<file path="src/rtl/fp_vec_max_reduce.sv">
// Streaming IEEE-754 single-precision max/min reduction with argmax/argmin index.
// One beat of LANES floats per cycle; the result is reported after the in_last beat.
//
// state | meaning
// ------+-----------------------------------------------------------
// IDLE  | waiting for the first beat of a vector
// ACC   | accumulating beats until in_last
// DONE  | result presented, waiting for out_ready
module fp_vec_max_reduce #(
   parameter int LANES     = 4,
   parameter int MAX_BEATS = 256,
   parameter int IDX_W     = $clog2(MAX_BEATS * LANES)
) (
   input  logic                  clk,
   input  logic                  rst_n,
   input  logic                  cfg_min,
   input  logic                  in_valid,
   output logic                  in_ready,
   input  logic [32*LANES-1:0]   in_data,
   input  logic                  in_last,
   output logic                  out_valid,
   input  logic                  out_ready,
   output logic [31:0]           out_value,
   output logic [IDX_W-1:0]      out_index,
   output logic                  out_nan,
   output logic                  out_ovf
);

   localparam int LSH = $clog2(LANES);
   localparam int LW  = (LANES > 1) ? LSH : 1;
   localparam int BW  = (MAX_BEATS > 1) ? $clog2(MAX_BEATS) : 1;
   localparam logic [31:0] CANON_NAN = 32'h7FC0_0000;

   typedef enum logic [1:0] {S_IDLE, S_ACC, S_DONE} state_t;

   state_t            state;
   logic              mode_min;
   logic [31:0]       acc_val;
   logic [IDX_W-1:0]  acc_idx;
   logic              acc_ovf;
   logic [BW-1:0]     beat_idx;

   logic              cur_min;
   logic [31:0]       tv [LANES];
   logic [LW-1:0]     tl [LANES];
   logic [31:0]       nxt_val;
   logic [IDX_W-1:0]  nxt_idx;
   logic              nxt_ovf;

   function automatic logic is_nan(input logic [31:0] x);
      return (x[30:23] == 8'hFF) && (x[22:0] != 23'd0);
   endfunction

   // Monotonic unsigned key for sign-magnitude order; both zeros map to the same key.
   function automatic logic [31:0] order_key(input logic [31:0] x);
      if (x[30:0] == 31'd0)
         return 32'h8000_0000;
      else if (x[31])
         return ~x;
      else
         return x | 32'h8000_0000;
   endfunction

   // Candidate displaces incumbent only when strictly better; an incumbent NaN is never displaced.
   function automatic logic better(input logic [31:0] c, input logic [31:0] i, input logic mn);
      if (is_nan(i))
         return 1'b0;
      else if (is_nan(c))
         return 1'b1;
      else if (mn)
         return order_key(c) < order_key(i);
      else
         return order_key(c) > order_key(i);
   endfunction

   assign cur_min = (state == S_IDLE) ? cfg_min : mode_min;

   always_comb begin
      for (int k = 0; k < LANES; k++) begin
         tv[k] = in_data[32*k +: 32];
         tl[k] = LW'(k);
      end
      // Pairwise tree: the lower lane is always the incumbent, so ties keep the lower lane.
      for (int s = 1; s < LANES; s = s * 2) begin
         for (int k = 0; k + s < LANES; k = k + 2 * s) begin
            if (better(tv[k+s], tv[k], cur_min)) begin
               tv[k] = tv[k+s];
               tl[k] = tl[k+s];
            end
         end
      end
      nxt_val = tv[0];
      nxt_idx = (IDX_W'(beat_idx) << LSH) | IDX_W'(tl[0]);
      nxt_ovf = 1'b0;
      if (state == S_ACC) begin
         nxt_ovf = acc_ovf | (beat_idx == '0);
         if (!better(tv[0], acc_val, mode_min)) begin
            nxt_val = acc_val;
            nxt_idx = acc_idx;
         end
      end
   end

   always_ff @(posedge clk) begin
      if (!rst_n) begin
         state     <= S_IDLE;
         in_ready  <= 1'b1;
         out_valid <= 1'b0;
         out_value <= '0;
         out_index <= '0;
         out_nan   <= 1'b0;
         out_ovf   <= 1'b0;
         mode_min  <= 1'b0;
         acc_val   <= '0;
         acc_idx   <= '0;
         acc_ovf   <= 1'b0;
         beat_idx  <= '0;
      end else begin
         case (state)
            S_IDLE, S_ACC: begin
               if (in_valid) begin
                  acc_val  <= nxt_val;
                  acc_idx  <= nxt_idx;
                  acc_ovf  <= nxt_ovf;
                  beat_idx <= beat_idx + 1'b1;
                  if (state == S_IDLE)
                     mode_min <= cfg_min;
                  if (in_last) begin
                     state     <= S_DONE;
                     in_ready  <= 1'b0;
                     out_valid <= 1'b1;
                     out_value <= is_nan(nxt_val) ? CANON_NAN : nxt_val;
                     out_index <= nxt_idx;
                     out_nan   <= is_nan(nxt_val);
                     out_ovf   <= nxt_ovf;
                  end else begin
                     state <= S_ACC;
                  end
               end
            end
            S_DONE: begin
               if (out_ready) begin
                  state     <= S_IDLE;
                  in_ready  <= 1'b1;
                  out_valid <= 1'b0;
                  out_nan   <= 1'b0;
                  out_ovf   <= 1'b0;
                  acc_ovf   <= 1'b0;
                  beat_idx  <= '0;
               end
            end
            default: begin
               state    <= S_IDLE;
               in_ready <= 1'b1;
            end
         endcase
      end
   end

endmodule
</file>
<file path="config.mk">
export PLATFORM = sky130hd
export DESIGN_NAME = fp_vec_max_reduce
export DESIGN_NICKNAME = d
export VERILOG_FILES = /design/src/rtl/fp_vec_max_reduce.sv
export SDC_FILE = /design/constraint.sdc
export NUM_CORES = 1
export LEC_CHECK = 0
export CAP_MARGIN = 30
export CORE_AREA = 2 2 177 179
export DETAILED_ROUTE_END_ITERATION = 10
export DIE_AREA = 0 0 179 181
export SKIP_CTS_REPAIR_TIMING = 1
export SLEW_MARGIN = 10
export SYNTH_ARGS = -nofsm -noshare
export SYNTH_HDL_FRONTEND = slang
export SYNTH_SLANG_ARGS = --single-unit
export TNS_END_PERCENT = 100
</file>
<file path="constraint.sdc">
create_clock -name clk -period 18.35 [get_ports clk]
set_clock_uncertainty 0.05 [all_clocks]
set_input_delay 3.67 -clock clk [delete_from_list [all_inputs] [get_ports clk]]
set_output_delay 3.67 -clock clk [all_outputs]
set_load 0.1 [all_outputs]
</file>
==> results of run 1 <==
## final cells by class
class | instances | share of cell area
inverters | 9 | 0.00229
clock inverters | 7 | 0.00559
repair buffers | 212 | 0.141
flip-flops and latches | 100 | 0.135
clock buffers | 9 | 0.0152
multi-input cells | 1373 | 0.667
well taps | 396 | 0.0335
## placed cells by master (no fill, tap or decap), types with 4 or more instances in the layout
| cell | n |
|---|---|
| ha_1 | 130 |
| nor2_1 | 155 |
| nand4_1 | 44 |
| o21ba_2 | 22 |
| dfxtp_1 | 100 |
| a211oi_1 | 22 |
| or3_1 | 6 |
| buf_2 | 4 |
| clkbuf_16 | 9 |
| mux2_2 | 29 |
| nor4_1 | 40 |
| nand3_1 | 29 |
| nor2b_1 | 5 |
| o211a_1 | 4 |
| xor2_1 | 127 |
| inv_1 | 8 |
| or2_2 | 5 |
| or4_1 | 4 |
| xnor2_1 | 122 |
| o21ai_0 | 60 |
| o21a_1 | 8 |
| nand2b_1 | 13 |
| mux2i_1 | 102 |
| and4_1 | 6 |
| o211ai_1 | 13 |
| nor3_1 | 18 |
| and2_1 | 13 |
| clkdlybuf4s50_1 | 175 |
| a21o_1 | 5 |
| a21oi_1 | 104 |
| a31oi_1 | 6 |
| buf_4 | 27 |
| a22o_1 | 22 |
| and3_1 | 8 |
| nand2_1 | 193 |
## per-layer routing
| metal | vias to the layer above | wire (um) | part of all wire | track usage |
|---|---|---|---|---|
| met4 | 0 | 1210 | 0.030 | 0.0797 |
| li1 | 5889 | - | - | - |
| met1 | 5641 | 18700 | 0.46 | 0.337 |
| met3 | 64 | 2530 | 0.063 | 0.0431 |
| met5 | - | 0 | 0 | 0 |
| met2 | 341 | 17800 | 0.44 | 0.388 |
## registers in the layout, indices dropped and copies added, names as in the netlist
register,flops
out_nan,1
out_valid,1
beat_idx,8
acc_ovf,1
acc_idx,10
out_ovf,1
in_ready,1
out_value,32
acc_val,32
out_index,10
mode_min,1
state,2
## power groups by stage
stage	Combinational, uW	Clock (uW)	Sequential (uW)
after CTS	1080	206	268
after floorplan	730	0	343
after detailed placement	1070	0	272
final	1080	202	268
after global routing	1200	214	272
after global placement	1060	0	272
## through the flow
| step | total power (uW) | cells | util | instance area, um^2 |
|---|---|---|---|---|
| after floorplan | 1070 | 1581 | - | 12300 |
| after global routing | 1680 | 2106 | 0.487 | 14800 |
| after detailed placement | 1340 | 2088 | 0.475 | 14400 |
| after global placement | 1330 | 2084 | 0.473 | 14400 |
| final | 1550 | 2106 | 0.487 | 14800 |
| after CTS | 1550 | 2104 | 0.486 | 14700 |
## path summary, 6_finish.rpt
kind | endpoint | start | cells past startpoint | slack [ns]
worst min-delay path | acc_idx[8]$_SDFFE_PN0P_ | acc_idx[8]$_SDFFE_PN0P_ | 2 | 0.41
worst max register to register | out_value[21]$_SDFFE_PN0P_ | state[1]$_SDFFE_PN0P_ | 36 | 7.22
worst max-delay path | out_value[21]$_SDFFE_PN0P_ | in_data[47] | 43 | 1.72
worst min register to register | acc_idx[8]$_SDFFE_PN0P_ | acc_idx[8]$_SDFFE_PN0P_ | 2 | 0.41
## logic make-up (layout without fill, tap and decap cells)
| logic type | after synthesis | count (layout) | synth area share |
|---|---|---|---|
| muxes | 134 | 134 | 0.113 |
| xor gates and xnor gates | 249 | 249 | 0.178 |
| AOI/OAI and AO/OA | 310 | 310 | 0.169 |
| adders and majority gates | 130 | 130 | 0.132 |
| buffers and inverters | 108 | 237 | 0.0378 |
| and+or+nand+nor | 550 | 550 | 0.207 |
| DFF | 100 | 100 | 0.163 |
## worst register-to-register path: cells and delay by family, from the launching register on
| kind | cells | cell delay, ns |
|---|---|---|
| and+or+nand+nor | 9 | 2.81 |
| buffers and inverters | 5 | 1.59 |
| muxes | 2 | 1.06 |
| adders and majority gates | 2 | 0.67 |
| DFF | 1 | 0.39 |
| AOI/OAI and AO/OA | 18 | 4.45 |
==> results.py, run 1 <==
metrics = {
    "worst_setup_path": {
        "worst-path-buf-inv": 7,
        "end_kind": "flip-flop",
        "slowest_stage": "and4_1",
        "crit_family": "simple AND/OR/NAND/NOR gates",
        "path_max_fanout": 30,
        "start_kind": "input port",
        "crit_path_frequent_cell": "buf_4",
        "path_class": "in -> reg",
        "cp.required_ns": 18.55,
        "cp.arrival_ns": 16.83,
        "cp_slowest_stage_delay_ns": 0.74,
    },
    "synthesis": {
        "ys_seq_area_frac": 0.163,
        "syn_area_mm2": 0.0123,
        "synth_flop_cell": "dfxtp_1",
        "synth_top_area_frac": 0.163,
        "synth-edff-count": 0,
        "synthArstFlopShare": 0,
        "synth.most_common_cell": "nand2_1",
        "ys_ff_latch": 100,
        "avgSynthCellArea_um2": 7.77,
        "syn_nets": 1845,
        "syn_inst": 1581,
        "synth_area_leaders": "dfxtp_1 (16%), ha_1 (13%), xor2_1 (9.1%), xnor2_1 (8.7%), mux2i_1 (8.5%)",
        "synth_common_cells": "nand2_1 (193), nor2_1 (155), ha_1 (130)",
        "ys_warn_count": 0,
        "yosys.cell_types.count": 67,
        "yosys.area.top_type": "dfxtp_1",
    },
    "cts": {
        "cts_tree": "built",
        "clk_latency_ns": 0.36,
        "cts_max_path_buffers": 2,
        "cts_max_level": 3,
        "numCtsBuffers": 9,
        "clkTransAtPathRegs_ns": 0.08,
        "cts_root_buf": "clkbuf_16",
        "clock_sinks": 100,
    },
    "grt": {
        "grt_overflow": 0,
        "grt_pass1_wl_um": 63500,
        "grt_pass1_vias": 11568,
        "antenna_found_initial": 0,
        "grt.total_usage": 0.246,
        "grt_max_degree": 42,
    },
    "power_and_ir_drop": {
        "seq_power_share": 0.172,
        "switching_share": 0.485,
        "power_switching_uw": 752,
        "p_int_uw": 800,
        "cellPowerDensity_mw_per_mm2": 105,
        "clockPowerShare": 0.130,
        "vdd_ir_drop_max_v": 0.0000915,
        "power_frac_comb": 0.697,
        "p_leak_uw": 0.00629,
    },
    "drt": {
        "dr.pass1.iters": 5,
        "wl_um": 40200,
        "num_vias": 11935,
        "drtIter0Drc": 919,
        "vias_per_cell": 5.67,
        "final_antenna_net_count": 0,
        "drc_errors": 0,
        "avgRoutedWirePerCell_um": 19.1,
    },
    "status": {
        "outcome": "complete, no violations",
    },
    "finish": {
        "final_layout_size_suffix_gt1_frac": 0.0731,
        "layout.nets": 1969,
        "n_fill_cell": 2992,
        "diodes": 0,
        "seqCellArea_mm2": 0.00200,
        "multi_input_area_mm2": 0.00986,
        "synthToLayoutAreaGrowth_pct": 20.4,
    },
    "die": {
        "coreArea_mm2": 0.0303,
        "io_pins": 180,
        "start_util": 0.405,
        "die_area_mm2": 0.0324,
        "die_h_um": 181,
        "die_w_um": 179,
        "core.rowCount": 64,
    },
    "timing": {
        "tightest_slew_ns": 1.01,
        "min_period_over_period": 0.906,
        "max_slew_margin": 0.324,
        "fin_ws_ns": 1.72,
        "finalSetupViolations": 0,
        "min_period_ns": 16.63,
        "fin_setup_tns_ns": 0,
        "final-hold-violation-count": 0,
        "grt_setup_unrepaired": "false",
        "hold_slack_ns": 0.408,
        "max_freq_mhz": 60.1,
        "slew_viol_final": 0,
    },
    "placement": {
        "dp_hpwl_um": 31700,
        "post-place-ws_ns": 1.61,
        "place_congestion": 0.957,
        "io_buffers": 179,
    },
    "run": {
        "cap_violations": 0,
    },
    "worst_hold_path": {
        "hold_path_class": "reg -> reg",
    },
}
Note: power is estimated with default switching activity, not from simulation.
==> run 2, diff against run 1 <==
- CTS_BUF_LIST: unset -> sky130_fd_sc_hd__clkbuf_16
- PLACE_DENSITY: unset -> 0.74
==> run 2 against run 1 <==
Compared with the run above:
- non-clock buffer count shrank 6
- final cell count down 0.28%
- sequential share of layout area is 0.081 points higher
- total power down 1.3%
- clock power fell by 10%
- design area is 0.59% lower
==> results.py, run 2 (synthesis results as in run 1) <==
metrics = {
    "placement": {
        "io_buffers": 179,
        "dp_hpwl_um": 30900,
        "post-place-ws_ns": 1.24,
        "place_congestion": 1.02,
        "placed_area_mm2": 0.0144,
        "placed_cells": 2082,
    },
    "drt": {
        "num_vias": 12035,
        "met3_length_um": 2840,
        "avgRoutedWirePerCell_um": 18.5,
        "wl_um": 38900,
        "met2WireLength_um": 17200,
        "vias_per_cell": 5.73,
        "drc_errors": 0,
        "drtIter0Drc": 1005,
        "final_antenna_net_count": 0,
        "wl_met1_um": 17300,
        "dr.pass1.iters": 5,
        "top_layer": "met4",
    },
    "finish": {
        "layout_commonest_cell": "nand2_1",
        "layout.nets": 1963,
        "n_fill_cell": 2912,
        "largestRegisters": "acc_val x32, out_value x32",
        "stdcell_area_mm2": 0.0147,
        "final_cell_count_no_fill": 2100,
        "diodes": 0,
        "layout_common_cells": "nand2_1 (193), clkdlybuf4s50_1 (175), nor2_1 (155)",
        "synthToLayoutAreaGrowth_pct": 19.7,
        "final_layout_size_suffix_gt1_frac": 0.0698,
    },
    "power_and_ir_drop": {
        "vdd_ir_drop_max_v": 0.0000625,
        "p_leak_uw": 0.00626,
        "finalPower_uw": 1530,
        "cellPowerDensity_mw_per_mm2": 104,
    },
    "timing": {
        "fin_ws_ns": 1.34,
        "min_period_ns": 17.01,
        "slew_viol_final": 0,
        "grt_setup_unrepaired": "false",
        "finalSetupViolations": 0,
        "tightest_slew_ns": 1.00,
        "max_freq_mhz": 58.8,
        "fin_setup_tns_ns": 0,
        "final-hold-violation-count": 0,
        "max_slew_margin": 0.333,
        "min_period_over_period": 0.927,
    },
    "worst_setup_path": {
        "cp.required_ns": 18.52,
        "end_kind": "flip-flop",
        "path_max_fanout": 49,
        "slowest_stage": "and3_1",
        "path_class": "in -> reg",
        "cp.arrival_ns": 17.18,
        "crit_path_frequent_cell": "buf_4",
        "cp_slowest_stage_delay_ns": 0.69,
        "start_kind": "input port",
    },
    "grt": {
        "grt_pass1_wl_um": 62000,
        "grt_max_degree": 50,
        "antenna_found_initial": 0,
        "grt_overflow": 0,
        "grt.total_usage": 0.237,
        "grt_pass1_vias": 11761,
    },
    "cts": {
        "clk_latency_ns": 0.35,
        "cts_max_level": 3,
        "clkTransAtPathRegs_ns": 0.07,
        "cts_max_path_buffers": 2,
        "numCtsBuffers": 9,
        "cts_tree": "built",
        "cts_root_buf": "clkbuf_16",
        "clock_sinks": 100,
    },
    "run": {
        "cap_violations": 0,
    },
    "die": {
        "core.rowCount": 64,
        "coreArea_mm2": 0.0303,
        "start_util": 0.405,
        "die_w_um": 179,
        "io_pins": 180,
        "die_area_mm2": 0.0324,
        "die_h_um": 181,
    },
    "status": {
        "outcome": "complete, no violations",
    },
    "worst_hold_path": {
        "hold_path_class": "reg -> reg",
    },
}
==> run 2: power breakdown <==
group / leakage (uW) / total, uW / switching [uW] / internal, uW
logic: 0.00529 / 1080 / 634 / 450
registers: 0.000821 / 267 / 24.0 / 243
clock network: 0.000142 / 181 / 86.5 / 94.1
==> run 2: routing by layer <==
layer | GRT usage | up-vias
met2 | 0.377 | 456
met4 | 0.0927 | 0
met3 | 0.0305 | 72
met5 | 0 | -
li1 | - | 5902
met1 | 0.323 | 5605
==> run 2: metrics by stage <==
step	hold WS (ns)	util
2_1_floorplan	0.386	-
3_3_place_gp	0.392	0.472
3_5_place_dp	0.400	0.474
4_1_cts	0.410	0.483
5_1_grt	0.433	0.484
6_report	0.408	0.484
==> run 2: worst paths after layout <==
kind | from | end | slack (ns) | cells after the start
setup reg to reg | state[1]$_SDFFE_PN0P_ | acc_idx[1]$_SDFFE_PN0P_ | 6.64 | 36
hold reg to reg | out_valid$_SDFFE_PN0P_ | out_valid$_SDFFE_PN0P_ | 0.41 | 2
setup / recovery | in_data[107] | acc_idx[1]$_SDFFE_PN0P_ | 1.34 | 44
hold / removal | out_valid$_SDFFE_PN0P_ | out_valid$_SDFFE_PN0P_ | 0.41 | 2
==> run 2: cell type report <==
cell class,count,area (um^2),share of cell area
Clock buffer,9,225,0.0153
Clock inverter,7,56.3,0.00383
Inverter,9,33.8,0.00230
Multi-Input combinational cell,1373,9860,0.671
Sequential cell,100,2000,0.136
Tap cell,396,495,0.0337
Timing Repair Buffer,206,2030,0.138
==> run 2: critical path, delay by kind of cell <==
kind,cells,cell delay [ns]
buf+inv,8,2.87
fa+ha+maj,3,0.91
mux,1,0.68
compound gates,13,3.40
simple gates,19,5.60
==> run 3, diff against run 2 <==
- DONT_BUFFER_PORTS: unset -> 1
- PLACE_DENSITY: 0.74 -> 0.67
==> run 3 against run 2 <==
Compared with the run above:
- maximum frequency rose by 5.0%
- sequential share of layout area rose by 1.9 points
- combinational power fell by 13%
- core utilization fell by 5.8 points
- worst setup slack improved by 0.82 ns
- critical endpoint is now out_value[31]$_SDFFE_PN0P_
==> results.py, run 3 (synthesis results as in run 1) <==
metrics = {
    "run": {
        "cap_violations": 0,
    },
    "placement": {
        "place_congestion": 0.980,
        "placed_cells": 1904,
        "dp_hpwl_um": 30900,
        "placed_area_mm2": 0.0126,
        "io_buffers": 0,
    },
    "die": {
        "die_w_um": 179,
        "start_util": 0.405,
        "core.rowCount": 64,
        "die_area_mm2": 0.0324,
        "die_h_um": 181,
        "coreArea_mm2": 0.0303,
        "io_pins": 180,
    },
    "worst_setup_path": {
        "end_kind": "flip-flop",
        "crit_family": "simple AND/OR/NAND/NOR gates",
        "cp.required_ns": 18.54,
        "slowest_stage": "mux2i_1",
        "cp_slowest_stage_delay_ns": 0.73,
        "start_kind": "input port",
        "worst-path-buf-inv": 5,
        "r2r_setup_slack_ns": 7.01,
        "path_max_fanout": 32,
        "path_class": "in -> reg",
        "cp.arrival_ns": 16.39,
    },
    "finish": {
        "layout_common_cells": "nand2_1 (193), nor2_1 (155), ha_1 (130)",
        "final_layout_size_suffix_gt1_frac": 0.0747,
        "final_cell_count_no_fill": 1923,
        "final_core_util": 0.426,
        "synthToLayoutAreaGrowth_pct": 5.38,
        "largestRegisters": "acc_val x32, out_value x32",
        "diodes": 0,
        "layout_commonest_cell": "nand2_1",
        "stdcell_area_mm2": 0.0129,
        "layout.nets": 1786,
    },
    "cts": {
        "cts_root_buf": "clkbuf_16",
        "cts_max_path_buffers": 2,
        "clkTransAtPathRegs_ns": 0.07,
        "cts_max_level": 3,
        "cts_tree": "built",
        "numCtsBuffers": 9,
        "clock_sinks": 100,
        "clk_latency_ns": 0.35,
    },
    "power_and_ir_drop": {
        "p_leak_uw": 0.00557,
        "cellPowerDensity_mw_per_mm2": 114,
        "vdd_ir_drop_max_v": 0.0000637,
    },
    "grt": {
        "grt_pass1_vias": 11042,
        "antenna_found_initial": 0,
        "grt.total_usage": 0.233,
        "grt_pass1_wl_um": 60200,
        "grt_max_degree": 39,
        "use_met2": 0.365,
        "grt_use_met3": 0.0379,
        "busiest_layer": "met2",
        "grt_overflow": 0,
        "use_met1": 0.322,
    },
    "drt": {
        "dr.pass1.iters": 5,
        "avgRoutedWirePerCell_um": 20.1,
        "vias_per_cell": 5.90,
        "drc_errors": 0,
        "num_vias": 11349,
        "final_antenna_net_count": 0,
        "drtIter0Drc": 961,
        "wl_um": 38700,
    },
    "timing": {
        "min_period_over_period": 0.883,
        "final-hold-violation-count": 0,
        "max_freq_mhz": 61.7,
        "tightest_slew_ns": 1.02,
        "min_period_ns": 16.20,
        "finalSetupViolations": 0,
        "slew_viol_final": 0,
        "fin_setup_tns_ns": 0,
        "grt_setup_unrepaired": "false",
        "max_slew_margin": 0.320,
    },
    "status": {
        "outcome": "complete, no violations",
    },
    "worst_hold_path": {
        "hold_path_class": "reg -> reg",
    },
}
run 3: final timing paths:
path,from,end,cells after the start
max,in_data[107],out_value[31]$_SDFFE_PN0P_,43
min,acc_idx[4]$_SDFFE_PN0P_,acc_idx[4]$_SDFFE_PN0P_,2
max reg2reg,state[1]$_SDFFE_PN0P_,out_value[31]$_SDFFE_PN0P_,36
min reg2reg,acc_idx[4]$_SDFFE_PN0P_,acc_idx[4]$_SDFFE_PN0P_,2
run 3: cell type report:
class	count	area [um^2]
inverters	9	33.8
clock buffers	9	225
multi-input cells	1373	9860
clock inverters	7	57.6
fillers	2994	17400
well taps	396	495
flip-flops and latches	100	2000
repair buffers	29	265
run 3: metal layers:
| metal | wire, um | vias to the layer above |
|---|---|---|
| li1 | - | 5522 |
| met1 | 17400 | 5357 |
| met2 | 16900 | 409 |
| met3 | 3040 | 61 |
| met4 | 1330 | 0 |
| met5 | 0 | - |
run 3: worst register-to-register path: cells and delay by family (launching register included):
kind / cells / cell delay, ns
and+or+nand+nor: 11 / 3.29
DFF: 1 / 0.37
AOI/OAI and AO/OA: 16 / 3.75
buffers and inverters: 4 / 1.60
muxes: 3 / 1.53
adders and majority gates: 2 / 0.66
run 3: power breakdown:
part / total (uW) / leakage (uW) / internal (uW) / switching [uW]
Clock: 183 / 0.000136 / 94.0 / 89.0
Combinational: 944 / 0.00461 / 408 / 536
Sequential: 346 / 0.000821 / 242 / 104
Total: 1470 / 0.00557 / 744 / 729
run 3: metrics by stage:
step / hold slack, ns / setup WS (ns) / power [uW]
2_1_floorplan: 0.386 / 3.89 / 1070
3_3_place_gp: 0.392 / 1.90 / 1250
3_5_place_dp: 0.398 / 1.95 / 1280
4_1_cts: 0.408 / 2.31 / 1460
5_1_grt: 0.427 / 1.26 / 1590
6_report: 0.408 / 2.15 / 1470
